===== src/rtl/pll_reset_pkg.sv =====
// ============================================================================
//  Module   : pll_reset_pkg
//  Brief    : Shared types and constants for the PLL reset sequencer.
//  Revision : 1.0 - initial release
// ============================================================================
`default_nettype none

package pll_reset_pkg;

    typedef enum logic [2:0] {
        ST_WAIT_LOCK = 3'd0,
        ST_STABLE    = 3'd1,
        ST_HOLD      = 3'd2,
        ST_RUN       = 3'd3,
        ST_PLLRST    = 3'd4
    } rst_state_t;

    localparam int RELOCK_CNT_W = 8;

    // Saturating increment for the lock-loss event counter.
    function automatic logic [RELOCK_CNT_W-1:0] sat_inc(input logic [RELOCK_CNT_W-1:0] v);
        return (v == '1) ? v : v + 1'b1;
    endfunction

endpackage

`default_nettype wire


===== src/rtl/pll_reset_seq_sync2.sv =====
// ============================================================================
//  Module   : sync2
//  Brief    : Two-flop synchroniser with asynchronous active-low clear.
//  Revision : 1.0 - initial release
// ============================================================================
`default_nettype none

module sync2 (
    input  logic clk,
    input  logic reset_n,
    input  logic i_d,
    output logic o_q
);

    logic r_meta;
    logic r_sync;

    always_ff @(posedge clk or negedge reset_n) begin
        if (!reset_n) begin
            r_meta <= 1'b0;
            r_sync <= 1'b0;
        end else begin
            r_meta <= i_d;
            r_sync <= r_meta;
        end
    end

    assign o_q = r_sync;

endmodule

`default_nettype wire


===== src/rtl/pll_reset_seq.sv =====
// ============================================================================
//  Module   : pll_reset_seq
//  Brief    : Qualifies ECP5 PLL lock and sequences the core reset; optional
//             watchdog (macro PLL_RST_SEQ_WATCHDOG_EN) pulses EHXPLLL.RST.
//  Revision : 1.0 - initial release
// ============================================================================
`default_nettype none

module pll_reset_seq
    import pll_reset_pkg::*;
#(
    parameter int STABLE_CYCLES  = 1024,
    parameter int HOLD_CYCLES    = 16,
    parameter int TIMEOUT_CYCLES = 2500000,
    parameter int PLLRST_CYCLES  = 25,
    parameter int CNT_W          = 22
) (
    input  logic                    clk,
    input  logic                    reset_n,
    input  logic                    pll_lock,
    output logic                    pll_rst,
    output logic                    core_rst_n,
    output logic                    locked_ok,
    output logic [RELOCK_CNT_W-1:0] relock_cnt,
    output logic [2:0]              state_o
);

    localparam longint c_cnt_span = longint'(1) << CNT_W;

    if ((STABLE_CYCLES < 1) || (longint'(STABLE_CYCLES) - 1 >= c_cnt_span)) begin : g_chk_stable
        $error("STABLE_CYCLES-1 does not fit in CNT_W");
    end
    if ((HOLD_CYCLES < 1) || (longint'(HOLD_CYCLES) - 1 >= c_cnt_span)) begin : g_chk_hold
        $error("HOLD_CYCLES-1 does not fit in CNT_W");
    end
    if ((TIMEOUT_CYCLES < 1) || (longint'(TIMEOUT_CYCLES) - 1 >= c_cnt_span)) begin : g_chk_timeout
        $error("TIMEOUT_CYCLES-1 does not fit in CNT_W");
    end
    if ((PLLRST_CYCLES < 1) || (longint'(PLLRST_CYCLES) - 1 >= c_cnt_span)) begin : g_chk_pllrst
        $error("PLLRST_CYCLES-1 does not fit in CNT_W");
    end

    localparam logic [CNT_W-1:0] c_stable_ld = CNT_W'(STABLE_CYCLES - 1);
    localparam logic [CNT_W-1:0] c_hold_ld   = CNT_W'(HOLD_CYCLES - 1);
`ifdef PLL_RST_SEQ_WATCHDOG_EN
    localparam logic [CNT_W-1:0] c_timeout_last = CNT_W'(TIMEOUT_CYCLES - 1);
    localparam logic [CNT_W-1:0] c_pllrst_ld    = CNT_W'(PLLRST_CYCLES - 1);
`endif

    logic                    w_lock_s;
    rst_state_t              r_state;
    rst_state_t              w_state_nxt;
    logic [CNT_W-1:0]        r_cnt;
    logic [CNT_W-1:0]        w_cnt_nxt;
    logic                    w_lost;
    logic [RELOCK_CNT_W-1:0] r_relock;
    logic                    r_core_rst_n;
    logic                    r_locked_ok;

    sync2 u_lock_sync (
        .clk     (clk),
        .reset_n (reset_n),
        .i_d     (pll_lock),
        .o_q     (w_lock_s)
    );

    // Lock loss is tested before any counter expiry so a drop always wins.
    always_comb begin
        w_state_nxt = r_state;
        w_cnt_nxt   = r_cnt;
        w_lost      = 1'b0;
        case (r_state)
            ST_WAIT_LOCK: begin
                if (w_lock_s) begin
                    w_state_nxt = ST_STABLE;
                    w_cnt_nxt   = c_stable_ld;
                end else begin
`ifdef PLL_RST_SEQ_WATCHDOG_EN
                    if (r_cnt == c_timeout_last) begin
                        w_state_nxt = ST_PLLRST;
                        w_cnt_nxt   = c_pllrst_ld;
                    end else begin
                        w_cnt_nxt = r_cnt + 1'b1;
                    end
`else
                    w_cnt_nxt = '0;
`endif
                end
            end
            ST_STABLE: begin
                if (!w_lock_s) begin
                    w_state_nxt = ST_WAIT_LOCK;
                    w_cnt_nxt   = '0;
                    w_lost      = 1'b1;
                end else if (r_cnt == '0) begin
                    w_state_nxt = ST_HOLD;
                    w_cnt_nxt   = c_hold_ld;
                end else begin
                    w_cnt_nxt = r_cnt - 1'b1;
                end
            end
            ST_HOLD: begin
                if (!w_lock_s) begin
                    w_state_nxt = ST_WAIT_LOCK;
                    w_cnt_nxt   = '0;
                    w_lost      = 1'b1;
                end else if (r_cnt == '0) begin
                    w_state_nxt = ST_RUN;
                    w_cnt_nxt   = '0;
                end else begin
                    w_cnt_nxt = r_cnt - 1'b1;
                end
            end
            ST_RUN: begin
                if (!w_lock_s) begin
                    w_state_nxt = ST_WAIT_LOCK;
                    w_cnt_nxt   = '0;
                    w_lost      = 1'b1;
                end
            end
`ifdef PLL_RST_SEQ_WATCHDOG_EN
            ST_PLLRST: begin
                if (r_cnt == '0) begin
                    w_state_nxt = ST_WAIT_LOCK;
                    w_cnt_nxt   = '0;
                end else begin
                    w_cnt_nxt = r_cnt - 1'b1;
                end
            end
`endif
            default: begin
                w_state_nxt = ST_WAIT_LOCK;
                w_cnt_nxt   = '0;
            end
        endcase
    end

    always_ff @(posedge clk or negedge reset_n) begin
        if (!reset_n) begin
            r_state      <= ST_WAIT_LOCK;
            r_cnt        <= '0;
            r_relock     <= '0;
            r_core_rst_n <= 1'b0;
            r_locked_ok  <= 1'b0;
        end else begin
            r_state      <= w_state_nxt;
            r_cnt        <= w_cnt_nxt;
            r_core_rst_n <= (w_state_nxt == ST_RUN);
            r_locked_ok  <= (w_state_nxt == ST_RUN);
            if (w_lost) begin
                r_relock <= sat_inc(r_relock);
            end
        end
    end

`ifdef PLL_RST_SEQ_WATCHDOG_EN
    logic r_pll_rst;

    always_ff @(posedge clk or negedge reset_n) begin
        if (!reset_n) begin
            r_pll_rst <= 1'b0;
        end else begin
            r_pll_rst <= (w_state_nxt == ST_PLLRST);
        end
    end

    assign pll_rst = r_pll_rst;
`else
    assign pll_rst = 1'b0;
`endif

    assign core_rst_n = r_core_rst_n;
    assign locked_ok  = r_locked_ok;
    assign relock_cnt = r_relock;
    assign state_o    = r_state;

endmodule

`default_nettype wire

===== config.mk =====
export PLATFORM = sky130hd
export DESIGN_NAME = pll_reset_seq
export DESIGN_NICKNAME = d
export VERILOG_FILES = /design/src/rtl/pll_reset_pkg.sv /design/src/rtl/pll_reset_seq_sync2.sv /design/src/rtl/pll_reset_seq.sv
export SDC_FILE = /design/constraint.sdc
export NUM_CORES = 1
export LEC_CHECK = 0
export BUFFER_PORTS_ARGS = -buffer_cell sky130_fd_sc_hd__buf_2
export CAP_MARGIN = 20
export CORE_ASPECT_RATIO = 1.25
export CORE_MARGIN = 10
export CORE_UTILIZATION = 59
export CTS_BUF_LIST = sky130_fd_sc_hd__clkbuf_2
export DETAILED_ROUTE_END_ITERATION = 8
export GPL_TIMING_DRIVEN = 0
export PLACE_DENSITY = 0.83
export SKIP_LAST_GASP = 1
export SLEW_MARGIN = 5
export SYNTH_ARGS = -nofsm -noshare
export SYNTH_HDL_FRONTEND = slang
export SYNTH_SLANG_ARGS = --single-unit

===== constraint.sdc =====
create_clock -name clk -period 6.5 [get_ports clk]
set_clock_uncertainty 0.1 [all_clocks]
set_input_delay 1.3 -clock clk [delete_from_list [all_inputs] [get_ports clk]]
set_output_delay 1.3 -clock clk [all_outputs]
set_load 0.1 [all_outputs]

==> results.sh, run 1 <==
export IMPL_status="completed"
export IMPL_synth_top_area_cell="dfrtp_1"
export IMPL_ir_drop_v=0.000311
export IMPL_track_usage_pct=15.5
export IMPL_period_needed_ps=2730
export IMPL_drv_cap=0
export IMPL_required_ps=5100
export IMPL_grt_pass1_vias=1788
export IMPL_diodes=0
export IMPL_cts_hold_buffers=0
export IMPL_synth_edf_count=0
export IMPL_die_w_um=72.1
export IMPL_ant_nets=0
export IMPL_io_pins=17
export IMPL_dieArea_um2=6140
export IMPL_core_um2=3250
export IMPL_use_met3_pct=3.85
export IMPL_dp_hpwl_um=3170
export IMPL_finalHoldViolCount=0
export IMPL_end_kind="output port"
export IMPL_cp_num_cells=1
export IMPL_slew_headroom_pct=47.2
export IMPL_arrival_ps=1330
export IMPL_postCtsSetupBuffers=0
export IMPL_ys_seq_area_share_pct=45.0
export IMPL_grt_max_degree=37
export IMPL_p_leak_nw=0.986
export IMPL_startpoint_type="flop"
export IMPL_cts_buffers=5
export IMPL_slew_violations=0
export IMPL_grt_pass1_wl_um=7980
export IMPL_yosysUniqueCellTypes=49
export IMPL_rr_startpoint="r_cnt[17]"
export IMPL_grt_met2_usage_pct=25.3
export IMPL_wirelength_um=4470
export IMPL_p_int_w=0.000324
export IMPL_ctsResizeCount=0
export IMPL_area_delta_synth_final_pct=8.18
export IMPL_route_detailed_drc=0
export IMPL_rsz0062_at_grt="no"
export IMPL_cp_num_buf_inv=1
export IMPL_swShare_pct=44.3
export IMPL_row_count=23
export IMPL_hold_path_startpoint="u_lock_sync.r_meta"
export IMPL_fin_tns_setup_ps=0
export IMPL_first_iter_violations=225
export IMPL_combPwrFrac_pct=35.8
export IMPL_hold_path_depth=0
export IMPL_gp_congestion=0.842
export IMPL_whs_ps=279
export IMPL_cp_startpoint="relock_cnt[0]"
export IMPL_htree_levels=2
export IMPL_synthTopCellsByArea="dfrtp_1 (45%), a31oi_1 (5.0%), nand2_1 (3.2%)"
export IMPL_synthDominantCellAreaShare_pct=45.0
export IMPL_cpLargestDelayFamily="flip-flops"
export IMPL_nets=246
export IMPL_grtUsageMet1_pct=19.1
export IMPL_vias=1784
export IMPL_synth_seq_cells=36
export IMPL_netlist_area_um2=2000
export IMPL_critical_path_max_stage_delay_ps=480
export IMPL_critical_path_class="reg -> out"
export IMPL_setup_violations=0
export IMPL_synthFlopType="dfrtp_1"
export IMPL_yosys_warnings=0
export IMPL_start_util_pct=61.6
export IMPL_clock_sinks=36
export IMPL_die_y_um=85.1
export IMPL_via_per_inst=6.42
export IMPL_min_period_over_period_pct=42.0
export IMPL_worstMarginPinSlew_ps=793
export IMPL_cts_root_buffer="clkbuf_2"
export IMPL_cts_path_max_buffers=2
export IMPL_r2r_cells=7
export IMPL_p_switching_w=0.000258
export IMPL_clockPowerShare_pct=17.1
export IMPL_min_path_type="reg -> reg"
export IMPL_sequentialPowerShare_pct=47.2
export IMPL_avgSynthCellArea_um2=9.23
export IMPL_async_reset_ff_share_pct=100
export IMPL_cp_slowest_cell="dfrtp_1"
export IMPL_cts_tree="built"
export IMPL_drive_gt1_share_pct=13.3
export IMPL_crit_fanout=5
export IMPL_worstSkewPairLatency_ps=390
export IMPL_power_per_cell_area_nw_per_um2=268
export IMPL_postSynthCellCount=217
export IMPL_port_buffers=15
export IMPL_worstPathCellList="buf_2"
export IMPL_grt_busiest_layer="met2"
export IMPL_antenna_found_initial=0
export IMPL_drtPass1Iterations=4
export IMPL_routedWlPerCell_um=16.1
export IMPL_fmax_mhz=367
export IMPL_cts_clk_slew_worst_paths_ps=180
export IMPL_grt_ovfl_total=0
-- power by group through the flow --
stage	logic [W]	clock network [W]	registers [W]
3_5_place_dp	0.000208	0	0.000278
6_report	0.000208	0.0000992	0.000275
4_1_cts	0.000209	0.000100	0.000274
5_1_grt	0.000225	0.000112	0.000279
3_3_place_gp	0.000204	0	0.000276
2_1_floorplan	0.0000856	0	0.000355
-- cells by family (layout without fill, tap and decap cells) --
group	Yosys count	count (layout)	synth area share, %
XOR/XNOR	8	8	3.50
multiplexers	3	3	1.56
adder cells (fa/ha/maj)	3	3	1.87
AND/OR/NAND/NOR	87	87	23.3
other	1	2	0.187
flip-flops	36	36	45.0
AO/OA/AOI/OAI	60	60	19.8
buffers and inverters	19	42	4.81
-- path summary, 6_finish.rpt --
| kind | to | slack [ps] |
|---|---|---|
| worst max register to register | r_cnt[13] | 3870 |
| min in group asynchronous | state_o[0] | 860 |
| worst min-delay path | u_lock_sync.o_q | 280 |
| max in group asynchronous | relock_cnt[4] | 4930 |
| worst max-delay path | relock_cnt[0] | 3770 |
| worst min register to register | u_lock_sync.o_q | 280 |
-- routing by layer --
metal | part of all wire (%) | vias up
met5 | 0 | -
met4 | 1.6 | 0
met3 | 4.8 | 10
met2 | 51 | 53
met1 | 43 | 866
li1 | - | 855
-- synth_stat cells, types with 2 or more instances --
cell type   n
mux2i_1     2
and2_1      2
a31oi_1    16
buf_4       2
a22o_1      2
nor3_1      6
nand2_1    17
dfrtp_1    36
o211ai_1    6
nand2b_1    3
or3_1      10
nor2_1     16
xnor2_1     4
xor2_1      4
nand3_1     8
buf_2       2
ha_1        3
buf_6       2
clkbuf_1    6
or4_4       2
a21boi_0    2
inv_1       7
and3_1      2
a21oi_1    10
nor4_1      7
o41ai_1     2
nand3b_1    2
o21ai_0     9
nand4_1     5
o31a_1      3
-- registers in the layout (all words and copies together) (netlist names) --
name and flops:
locked_ok 1, r_cnt 22, relock_cnt 8, state_o 3
u_lock_sync.o_q 1, u_lock_sync.r_meta 1
-- final cells by class --
type / instances / area, um^2
timing repair buffer: 15 / 75.1
clock buffer: 5 / 25.0
multi-input combinational: 163 / 1010
clock inverter: 3 / 13.8
tap: 37 / 46.3
sequential: 36 / 901
fill: 298 / 1080
inverter: 7 / 26.3
buffer: 12 / 70.1
-- placed cells by master (no fill, tap or decap), drive strengths merged, types with 5 or more instances in the layout --
cell type  Yosys  layout
dfrtp         36      36
buf            6      21
nand2         17      17
nor2          16      16
a31oi         16      16
clkbuf         6      11
or3           10      10
a21oi         10      10
o21ai          9       9
nand3          8       8
inv            7       7
nor4           7       7
nor3           6       6
o211ai         6       6
nand4          5       5
-- through the flow --
step | std cells | setup slack [ps] | cell area [um^2] | total power [W] | utilization [%]
after CTS | 278 | 3760 | 2170 | 0.000583 | 66.6
final | 278 | 3770 | 2170 | 0.000582 | 66.6
after detailed placement | 270 | 3900 | 2130 | 0.000486 | 65.4
after floorplan | 218 | 3780 | 2010 | 0.000440 | -
after global routing | 278 | 3680 | 2170 | 0.000616 | 66.6
after global placement | 270 | 3900 | 2130 | 0.000480 | 65.4
Note: power is estimated with default switching activity, not from simulation.
==> run 2, diff against run 1 <==
- clock period: 6.5 -> 2.59 ns (I/O delays scaled with it)
==> results.sh, run 2 (synthesized netlist as in run 1, its figures left out) <==
export IMPL_vias=1769
export IMPL_grt_pass1_vias=1769
export IMPL_cts_tree="built"
export IMPL_ir_drop_v=0.000902
export IMPL_cts_clk_slew_worst_paths_ps=200
export IMPL_end_kind="flop"
export IMPL_core_um2=3250
export IMPL_setup_violations=0
export IMPL_die_y_um=85.1
export IMPL_power_per_cell_area_nw_per_um2=668
export IMPL_wirelength_um=4670
export IMPL_required_ps=2810
export IMPL_cts_path_max_buffers=2
export IMPL_clock_sinks=36
export IMPL_fillers=278
export IMPL_final_cell_mix="dfrtp_1 (34), nand2_1 (17), nor2_1 (16), buf_2 (16), a31oi_1 (15)"
export IMPL_setup_slack_ps=83.6
export IMPL_dpl_worst_slack_ps=-19.7
export IMPL_via_per_inst=6.32
export IMPL_status="completed"
export IMPL_track_usage_pct=15.7
export IMPL_final_cell_area_um2=2200
export IMPL_cts_root_buffer="clkbuf_2"
export IMPL_min_period_over_period_pct=96.8
export IMPL_dp_hpwl_um=3310
export IMPL_finalHoldViolCount=0
export IMPL_slew_violations=0
export IMPL_dp_cells=270
export IMPL_slew_headroom_pct=48.5
export IMPL_routedWlPerCell_um=16.7
export IMPL_p_leak_nw=0.998
export IMPL_period_needed_ps=2510
export IMPL_dieArea_um2=6140
export IMPL_gp_congestion=0.835
export IMPL_antenna_found_initial=0
export IMPL_whs_ps=61.0
export IMPL_drv_cap=0
export IMPL_cts_buffers=5
export IMPL_crit_fanout=10
export IMPL_first_iter_violations=166
export IMPL_fmax_mhz=399
export IMPL_drtPass1Iterations=4
export IMPL_final_common_cell="dfrtp_1"
export IMPL_io_pins=17
export IMPL_drive_gt1_share_pct=15.6
export IMPL_fin_cells=280
export IMPL_start_util_pct=61.6
export IMPL_rsz0062_at_grt="no"
export IMPL_grt_ovfl_total=0
export IMPL_regMostFlops="r_cnt"
export IMPL_row_count=23
export IMPL_grt_max_degree=37
export IMPL_worstMarginPinSlew_ps=772
export IMPL_cts_hold_buffers=0
export IMPL_htree_levels=2
export IMPL_route_detailed_drc=0
export IMPL_grt_pass1_wl_um=8080
export IMPL_fin_tns_setup_ps=0
export IMPL_critical_path_class="reg -> reg"
export IMPL_min_path_type="in -> async"
export IMPL_startpoint_type="flop"
export IMPL_diodes=0
export IMPL_nets=249
export IMPL_ant_nets=0
export IMPL_worstSkewPairLatency_ps=390
export IMPL_die_w_um=72.1
export IMPL_arrival_ps=2720
export IMPL_multiInputGateArea_um2=1030
export IMPL_area_delta_synth_final_pct=10.1
export IMPL_largest_reg_flops=22
export IMPL_dpl_cell_area_um2=2130
export IMPL_regArea_um2=903
export IMPL_port_buffers=15
## run 2: cell types whose count changed in the layout (fill, tap and decap cells not counted), sizes merged
cell and change:
buf +3, clkinv -1
## run 2: per-stage QoR
step,util [%],total power (W)
final,67.8,0.00147
after global placement,65.5,0.00121
after CTS,66.7,0.00146
after global routing,67.8,0.00155
after floorplan,-,0.00111
after detailed placement,65.5,0.00122
## run 2: final timing paths
check | from | endpoint | slack (ps) | cells after the start
worst min-delay path | reset_n | r_cnt[11] | 60 | 1
min in group clk | pll_lock | u_lock_sync.r_meta | 150 | 1
max in group asynchronous | reset_n | r_cnt[18] | 1760 | 1
worst min register to register | u_lock_sync.r_meta | u_lock_sync.o_q | 270 | 0
worst max register to register | r_cnt[17] | r_cnt[13] | 80 | 7
worst max-delay path | r_cnt[17] | r_cnt[13] | 80 | 7
## run 2: layout make-up
cell class                 count  area share [%]
sequential                    36            41.0
clock inverter                 2           0.341
clock buffer                   5            1.14
buffer                        12            3.29
inverter                       7            1.19
timing repair buffer          18            4.43
multi-input combinational    163            46.5
tap                           37            2.10
## run 2: power by group
group          switching (W)  total, W  internal (W)
Clock               0.000183  0.000238     0.0000557
Combinational       0.000396  0.000546      0.000150
Sequential         0.0000711  0.000688      0.000617
## run 2: repair_timing
action                                 CTS  global route
pin swaps                                0             2
resized for setup                        0             7
setup endpoints to repair                3            15
endpoints found under the hold margin    0             0
buffers inserted                         1             2
gates cloned                             0             0
## run 2: per-layer routing
metal	global-route usage, %	part of all wire (%)	up-vias
met5	0	0	-
met4	5.82	2.2	0
met3	3.85	5.4	14
met2	26.1	50	63
met1	19.0	43	829
li1	-	-	863
## run 2: worst max-delay path: stages (launching register included)
cell and delay, ps:
dfrtp_1 420, or4_4 560, or4_4 530, or2_1 230
buf_6 130, buf_6 140, a31o_1 180, a22o_1 170
